--- config.mk ---
export PLATFORM = sky130hd
export DESIGN_NAME = vector_lane_sequencer
export DESIGN_NICKNAME = d
export VERILOG_FILES = /design/src/rtl/vector_lane_sequencer.sv
export SDC_FILE = /design/constraint.sdc
export NUM_CORES = 1
export LEC_CHECK = 0
export ABC_CLOCK_PERIOD_IN_PS = 17850
export CORE_ASPECT_RATIO = 0.7
export CORE_MARGIN = 2
export CORE_UTILIZATION = 50
export DETAILED_ROUTE_END_ITERATION = 7
export GPL_ROUTABILITY_DRIVEN = 0
export PLACE_DENSITY = 0.82
export SLEW_MARGIN = 20
export SYNTH_ARGS = -nofsm -noshare
export SYNTH_HDL_FRONTEND = slang
export SYNTH_SLANG_ARGS = --single-unit
--- constraint.sdc ---
create_clock -name clk -period 17.85 [get_ports clk]
set_input_delay 1.785 -clock clk [delete_from_list [all_inputs] [get_ports clk]]
set_output_delay 1.785 -clock clk [all_outputs]
set_load 0.1 [all_outputs]
--- src/rtl/vector_lane_sequencer.sv ---
// vector_lane_sequencer: serialises multi-cycle vector ops lane by lane through one shared scalar unit
// Ports: clk/reset (async, active-high); ex_* = EX-stage instruction, operands and flush;
// lane_result = shared unit output; lane_* = shared unit operands; seq_stall holds the
// pipeline front; seq_done/seq_result return the assembled vector; seq_busy = not IDLE.
module vector_lane_sequencer #(
    parameter int LANES  = 4,
    parameter int LANE_W = 32
) (
    input  logic                    clk,
    input  logic                    reset,
    input  logic                    ex_valid,
    input  logic                    ex_multicycle,
    input  logic                    ex_flush,
    input  logic [3:0]              ex_alu_control,
    input  logic [LANES*LANE_W-1:0] ex_op1,
    input  logic [LANES*LANE_W-1:0] ex_op2,
    input  logic [LANE_W-1:0]       lane_result,
    output logic                    lane_valid,
    output logic [LANE_W-1:0]       lane_op1,
    output logic [LANE_W-1:0]       lane_op2,
    output logic [3:0]              lane_alu_control,
    output logic                    seq_stall,
    output logic                    seq_done,
    output logic [LANES*LANE_W-1:0] seq_result,
    output logic                    seq_busy
);
    localparam int IW = LANES > 1 ? $clog2(LANES) : 1;
    localparam logic [IW-1:0] LAST = IW'(LANES - 1);
    localparam logic [1:0] IDLE = 2'd0;
    localparam logic [1:0] RUN  = 2'd1;
    localparam logic [1:0] DONE = 2'd2;

    logic [1:0]              state;
    logic [IW-1:0]           lane_idx;
    logic [LANES*LANE_W-1:0] op1_q, op2_q, result_q;
    logic [3:0]              ctl_q;
    logic                    start, run;

    assign start            = ex_valid & ex_multicycle & ~ex_flush;
    assign run              = state == RUN;
    assign lane_valid       = run;
    assign lane_op1         = run ? op1_q[lane_idx*LANE_W +: LANE_W] : '0;
    assign lane_op2         = run ? op2_q[lane_idx*LANE_W +: LANE_W] : '0;
    assign lane_alu_control = run ? ctl_q : '0;
    // gated by reset so every output reads 0 while reset is held, even with start pending
    assign seq_stall        = ~reset & ((state == IDLE & start) | run);
    assign seq_done         = state == DONE;
    assign seq_result       = seq_done ? result_q : '0;
    assign seq_busy         = state != IDLE;

    always_ff @(posedge clk or posedge reset) begin
        if (reset) begin
            state    <= IDLE;
            lane_idx <= '0;
            op1_q    <= '0;
            op2_q    <= '0;
            ctl_q    <= '0;
            result_q <= '0;
        end else if (state == IDLE) begin
            if (start) begin
                op1_q    <= ex_op1;
                op2_q    <= ex_op2;
                ctl_q    <= ex_alu_control;
                lane_idx <= '0;
                result_q <= '0;
                state    <= RUN;
            end
        end else if (run) begin
            if (ex_flush) begin
                state <= IDLE;
            end else begin
                result_q[lane_idx*LANE_W +: LANE_W] <= lane_result;
                if (lane_idx == LAST)
                    state <= DONE;
                else
                    lane_idx <= lane_idx + 1'b1;
            end
        end else begin
            state <= IDLE;
        end
    end
endmodule

# Yosys cells after proc, flatten, opt, wreduce, memory -nomap -nowiden
# Cells that the tools add are included.
# totals
reg_bits	392
word_cells	52
output_inout_bits	200
input_bits	297
# classes
n_bitwise	7
n_eq_ne	7
n_shift	4
muxes	19
addsub	2
reduce_logical	7
# op_table
op	count
128-bit two-way mux	5
128-bit by 8-bit variable part select with 32-bit output	2
128-bit bitwise mux	1
32-bit by 34-bit variable shift with 128-bit output (first input constant)	1
32-bit by 34-bit variable part select with 128-bit output	1
32-bit two-way mux	2
7-bit negation with 34-bit output	1
2-bit two-way mux	10
1-bit bitwise AND	4
2-bit equality test (second input constant)	2
4-bit two-way mux	1
2-bit != test (second input constant)	2
4-bit by 2-bit != test with 1-bit output (second input constant)	1
2-bit AND reduction	2
4-bit AND reduction	1
2-bit nonzero test	2
3-bit AND reduction	1
2-bit by 1-bit adder with 2-bit output (second input constant)	1
2-bit by 1-bit equality test with 1-bit output (second input constant)	1
2-bit zero test	1
2-bit by 1-bit != test with 1-bit output (second input constant)	1
1-bit inverter	2
1-bit bitwise OR	1

# Logic depth before layout (Yosys ltp)
# Gate-level depths: netlist of run 1.
# depth
depth_word	6
mapped_depth	11
depth_no_buf	5

# Least setup slack after synthesis of run 1
# No wires, ideal clock.
# synth_path
path_type	input to output
start	input port reset
end	output port seq_stall
path_buffers	0
arrival_ns	11.090
path_stages	2
required_ns	16.065
setup_slack_ns	4.975
path_cell_list	inv_1 -> o21a_1
# synth_between
elab_chain_len	2
# synth_lines
element	line	text
start, declared	10	input logic reset,
1-bit inverter	46	assign seq_stall = ~reset & ((state == IDLE & start) | run);
1-bit bitwise AND	46	
end, declared	22	output logic seq_stall,
# Every way passes these cells.

# Worst setup path after layout of run 1
# layout_path
start	input port ex_flush
end	output port seq_stall
# layout_between
elab_chain_len	5
# layout_lines
element	line	text
start, declared	13	input logic ex_flush,
1-bit inverter	39	assign start = ex_valid & ex_multicycle & ~ex_flush;
1-bit bitwise AND	39	
1-bit bitwise AND	46	
1-bit bitwise OR	46	
1-bit bitwise AND	46	
# Every way passes these cells.

==> results of run 1 <==
[flip-flops by register name (all words and copies together), names as in the netlist]
name,flops
lane_idx,2
state,2
op1_q,128
result_q,128
ctl_q,4
op2_q,128
[where the power goes]
group | switching, mW | internal [mW]
Combinational | 0.445 | 0.362
Sequential | 0.0856 | 1.04
Clock | 0.360 | 0.454
[logic make-up after synthesis]
family	share of synthesized area, %
flops	52.34
fa+ha+maj	0.3338
buf+inv	4.860
compound gates	0.3805
mux	30.58
simple gates	11.51
[worst max-delay path: cells and delay by family]
| family | cells | cell delay [ns] |
|---|---|---|
| buffers and inverters | 3 | 2.21 |
| AND/OR/NAND/NOR | 2 | 0.59 |
| AO/OA/AOI/OAI | 1 | 0.23 |
[metal layers]
layer	GRT usage (%)	vias up	part of all wire (%)
li1	-	5749	-
met1	37.14	6745	42
met2	44.12	454	47
met3	6.283	110	6.8
met4	10.66	6	3.7
met5	0	-	0.080
[layout make-up]
cell class	count	area [um^2]
Timing Repair Buffer	515	5152
Sequential cell	392	9817
Inverter	68	262.8
Clock inverter	18	113.9
Tap cell	488	610.6
Fill cell	2644	11860
Antenna cell	8	20.02
Clock buffer	55	1149
Multi-Input combinational cell	808	8074
[stage by stage]
step	total power, mW	cell area, um^2
2_1_floorplan	1.704	18740
3_3_place_gp	1.921	23890
3_5_place_dp	1.949	23890
4_1_cts	2.768	25150
5_1_grt	2.866	25190
6_report	2.745	25200
[how the worst min path moves through the flow]
stage	endpoint	startpoint
floorplan	op1_q[64]	op1_q[64]
global placement	op2_q[29]	op2_q[29]
detailed placement	op2_q[79]	op2_q[79]
CTS	op2_q[91]	op2_q[91]
global route	op2_q[108]	op2_q[108]
finish	op2_q[87]	op2_q[87]
[cell usage in the layout (no fill, tap or decap), types with 2 or more instances in the layout]
| cell | count |
|---|---|
| dfrtp_4 | 2 |
| and2_1 | 197 |
| dfrtp_1 | 390 |
| a21oi_4 | 4 |
| inv_1 | 66 |
| buf_12 | 2 |
| mux2_2 | 135 |
| buf_4 | 16 |
| mux2_1 | 189 |
| diode_2 | 8 |
| nand2_1 | 4 |
| mux2i_1 | 64 |
| nor2b_4 | 2 |
| clkbuf_8 | 7 |
| clkbuf_1 | 7 |
| clkinvlp_4 | 2 |
| inv_6 | 2 |
| clkdlybuf4s50_1 | 496 |
| clkbuf_16 | 41 |
| ha_1 | 4 |
| nand2b_1 | 2 |
| mux4_2 | 64 |
| and3_1 | 64 |
| nand4_1 | 64 |
| clkinv_2 | 13 |
| or2_1 | 2 |
==> impl_metrics.py, run 1 <==
metrics = {
    "finish": {
        "final_cells": 2352,
        "area_delta_synth_final_pct": 34.46,
        "utilization_pct": 68.00,
        "layout-drive-gt1-share_pct": 16.16,
        "finalNetCount": 2127,
    },
    "worst_hold_path": {
        "hold_class": "flip-flop to flip-flop",
        "hold_path_depth": 1,
    },
    "timing": {
        "drv_slew": 0,
        "grt_setup_unrepaired": "no",
        "final.min_clock_period_ns": 6.633,
        "skew_ns": 0.01499,
        "post-route-period-util_pct": 37.16,
        "max-slew-margin-rel_pct": 25.95,
        "hold_ws_ns": 0.4818,
        "setup_viol": 0,
        "setup_slack_ns": 11.22,
        "hold_viol_final": 0,
        "finalSetupTns_ns": 0,
        "max_freq_ghz": 0.1508,
        "tightest_slew_ns": 1.107,
    },
    "yosys": {
        "syn_area_um2": 18740,
        "synth_area_per_cell_um2": 13.58,
        "ys_async_sr_fraction_pct": 100.0,
        "synthTopCellsByArea": "dfrtp_1 (52%), mux2_1 (11%), mux2_2 (8.1%)",
        "synth.top_cells.by_count": "dfrtp_1 (392), and2_1 (197), mux2_1 (189)",
        "yosys.area.top_type": "dfrtp_1",
        "yosysWarningCount": 0,
        "yosysSeqAreaShare_pct": 52.34,
        "synth_cell_type_count": 31,
        "synth_top_flop_cell": "dfrtp_1",
        "yosysMostFrequentCell": "dfrtp_1",
        "synth_top_area_share_pct": 52.34,
        "synth_edf_count": 0,
        "syn_nets": 1682,
        "synth_seq_cells": 392,
        "synth_cells": 1380,
    },
    "cts": {
        "clkSlewWorstSetupHoldPaths_ns": 0.06,
        "max-clock-path-buffers": 3,
        "cts_tree": "yes",
        "cts_buffers": 40,
        "h-tree-depth": 2,
        "cts_root_buf": "clkbuf_16",
        "cts_setup_buffers": 0,
        "clkSinkCount": 392,
        "ctsHoldBuffers": 0,
        "clk_latency_ns": 0.54,
        "post_cts_resized": 0,
    },
    "power_and_ir_drop": {
        "power_density_nw_per_um2": 108.9,
        "ir_worst_vdd_mv": 0.08251,
        "p_leak_nw": 10.55,
    },
    "status": {
        "status": "finished clean",
    },
    "worst_setup_path": {
        "endpoint_kind": "output pin",
        "cp-start-kind": "input pin",
        "cp_max_fo": 56,
        "crit_chain": "clkdlybuf4s50_1, or2_1, nor2_4, buf_4, o21a_1, clkdlybuf4s50_1",
        "worstPathArrival_ns": 4.85,
        "reg2reg_slack_ns": 14.51,
        "path_common_cell": "clkdlybuf4s50_1",
        "max_stage_delay_ns": 1.15,
        "reg2reg_depth": 6,
        "crit_end": "seq_stall",
        "critPathLaunch": "ex_flush",
        "reg2reg_to": "result_q[123]",
        "path_class": "input pin to output pin",
        "worstPathRequired_ns": 16.06,
        "r2r-start": "lane_idx[0]",
        "crit_path_top_delay_cell": "clkdlybuf4s50_1",
    },
    "grt": {
        "grt_pass1_vias": 13920,
        "grt_pass1_wl_mm": 83.79,
        "overflow": 0,
        "track_usage_pct": 27.65,
        "antenna_found_initial": 11,
        "grt_max_degree": 207,
    },
    "place": {
        "placedCellCount": 2270,
        "place_ws_ns": 11.21,
        "hpwl_mm": 36.46,
        "portBuffers": 496,
    },
    "floorplanning": {
        "rows": 59,
        "ios": 497,
        "dieArea_um2": 39070,
        "die_y_um": 166.0,
        "core-area_um2": 37060,
        "die_width_um": 235.4,
        "start_util_pct": 50.57,
    },
    "detailed_routing": {
        "drt_wl_total_mm": 53.74,
        "num_vias": 13060,
        "drtIter0Drc": 931,
        "wire_per_inst_um": 22.85,
        "drt_pass1_iterations": 7,
        "final_antenna_net_count": 0,
        "drc_errors": 0,
        "vias_per_cell": 5.554,
    },
    "run": {
        "drv_cap": 0,
    },
}
Note: power is estimated with default switching activity, not from simulation.
==> run 2: changes to the inputs <==
ABC_CLOCK_PERIOD_IN_PS = 6300   (was 17850)
CORE_UTILIZATION = 49   (was 50)
PLACE_DENSITY = 0.81   (was 0.82)
clock period = 6.3 ns   (was 17.85 ns; I/O delays follow)
==> impl_metrics.py, run 2 (synthesis gave the netlist of run 1 again) <==
metrics = {
    "grt": {
        "grt_pass1_vias": 13750,
        "grt_pass1_wl_mm": 83.12,
        "grt_max_degree": 183,
        "antenna_found_initial": 12,
        "overflow": 0,
        "track_usage_pct": 27.02,
    },
    "worst_setup_path": {
        "r2r-start": "lane_idx[0]",
        "worstPathArrival_ns": 3.89,
        "cp_max_fo": 51,
        "critPathLaunch": "lane_idx[0]",
        "worstPathRequired_ns": 5.67,
        "endpoint_kind": "output pin",
        "path_class": "flip-flop to output pin",
        "cp-start-kind": "flip-flop",
        "crit_end": "lane_op1[20]",
        "reg2reg_to": "result_q[122]",
        "reg2reg_depth": 5,
        "reg2reg_slack_ns": 2.83,
    },
    "detailed_routing": {
        "wire_per_inst_um": 22.93,
        "maxUsedRoutingLayer": "met5",
        "final_antenna_net_count": 0,
        "num_vias": 12990,
        "wirelength_met1_mm": 22.81,
        "wl_met2_mm": 25.27,
        "drt_wl_total_mm": 54.00,
        "drc_errors": 0,
        "drt_pass1_iterations": 5,
        "met3_length_mm": 3.629,
        "drtIter0Drc": 887,
        "vias_per_cell": 5.517,
    },
    "cts": {
        "cts_setup_buffers": 0,
        "clkSinkCount": 392,
        "clkSlewWorstSetupHoldPaths_ns": 0.06,
        "cts_root_buf": "clkbuf_16",
        "h-tree-depth": 2,
        "clk_latency_ns": 0.54,
        "max-clock-path-buffers": 3,
        "ctsHoldBuffers": 0,
        "cts_buffers": 40,
        "cts_tree": "yes",
        "post_cts_resized": 0,
    },
    "timing": {
        "grt_setup_unrepaired": "no",
        "tightest_slew_ns": 1.091,
        "final.min_clock_period_ns": 4.524,
        "setup_slack_ns": 1.776,
        "post-route-period-util_pct": 71.81,
        "skew_ns": 0.02033,
        "setup_viol": 0,
        "hold_viol_final": 0,
        "drv_slew": 0,
        "max_freq_ghz": 0.2210,
        "max-slew-margin-rel_pct": 27.02,
    },
    "place": {
        "placed_area_um2": 23900,
        "hpwl_mm": 36.99,
        "portBuffers": 496,
        "place_ws_ns": 2.217,
    },
    "worst_hold_path": {
        "hold_class": "flip-flop to flip-flop",
    },
    "power_and_ir_drop": {
        "p_leak_nw": 10.57,
        "total_power_mw": 7.893,
        "ir_worst_vdd_mv": 0.2558,
        "power_density_nw_per_um2": 312.4,
    },
    "floorplanning": {
        "ios": 497,
        "rows": 59,
        "dieArea_um2": 39850,
        "start_util_pct": 50.08,
        "die_y_um": 167.6,
        "die_width_um": 237.8,
        "core-area_um2": 37430,
    },
    "finish": {
        "layout_commonest_cell": "clkdlybuf4s50_1",
        "utilization_pct": 67.51,
        "finalNetCount": 2130,
        "fin_area_um2": 25270,
        "seq_area_um2": 9817,
        "fillerInstances": 2691,
        "layout-drive-gt1-share_pct": 16.13,
        "multiInputGateArea_um2": 8079,
        "reg_top3": "op1_q (128), op2_q (128), result_q (128)",
        "final_cell_mix": "clkdlybuf4s50_1 (496), dfrtp_1 (390), and2_1 (197), mux2_1 (189), mux2_2 (135)",
        "area_delta_synth_final_pct": 34.81,
    },
    "run": {
        "drv_cap": 0,
    },
    "status": {
        "status": "finished clean",
    },
}
-- run 2: changes by cell type in the layout (fill, tap and decap cells not counted), moves of 2 or more --
| cell | delta |
|---|---|
| clkbuf_1 | +4 |
| buf_4 | +2 |
| clkbuf_8 | +2 |
| clkinv_2 | -6 |
| bufinv_16 | +2 |
| buf_6 | +2 |
-- run 2: power breakdown --
part	switching [mW]	internal, mW
clock network	1.01	1.39
registers	0.334	2.94
logic	1.18	1.03
-- run 2: worst min-delay path by stage --
stage                          from         to  slack (ns)  depth (start not counted)
after floorplan           op1_q[64]  op1_q[64]        0.45                          1
after global placement    op2_q[95]  op2_q[95]        0.46                          1
after detailed placement  op1_q[47]  op1_q[47]        0.47                          1
after CTS                 op2_q[83]  op2_q[83]        0.48                          1
after global routing      op2_q[95]  op2_q[95]        0.50                          1
final                     op2_q[36]  op2_q[36]        0.48                          1
-- run 2: final cells by class --
cell class                 count  share of cell area, %
timing repair buffer         518                  20.43
sequential                   392                  38.86
multi-input combinational    808                  31.98
clock buffer                  61                  4.714
inverter                      68                  1.025
clock inverter                13                 0.5101
tap                          488                  2.417
antenna                        7                0.06933
-- run 2: per-stage QoR --
| step | cells | hold slack [ns] | TNS (ns) |
|---|---|---|---|
| 3_5_place_dp | 2273 | 0.4696 | 0 |
| 5_1_grt | 2354 | 0.4964 | 0 |
| 6_report | 2355 | 0.4815 | 0 |
| 3_3_place_gp | 2273 | 0.4611 | 0 |
| 4_1_cts | 2347 | 0.4849 | 0 |
| 2_1_floorplan | 1380 | 0.4524 | -1.605 |
-- run 2: critical path, stage by stage, from the launching register on --
cell and delay, ns:
dfrtp_4 1.02, buf_4 0.55, mux4_2 0.56, and2_1 0.18, clkdlybuf4s50_1 0.99
-- run 2: per-layer routing --
| metal | vias up | global-route usage [%] |
|---|---|---|
| met2 | 432 | 42.38 |
| met5 | - | 0 |
| met1 | 6679 | 36.15 |
| met4 | 8 | 11.18 |
| met3 | 125 | 6.710 |
| li1 | 5749 | - |
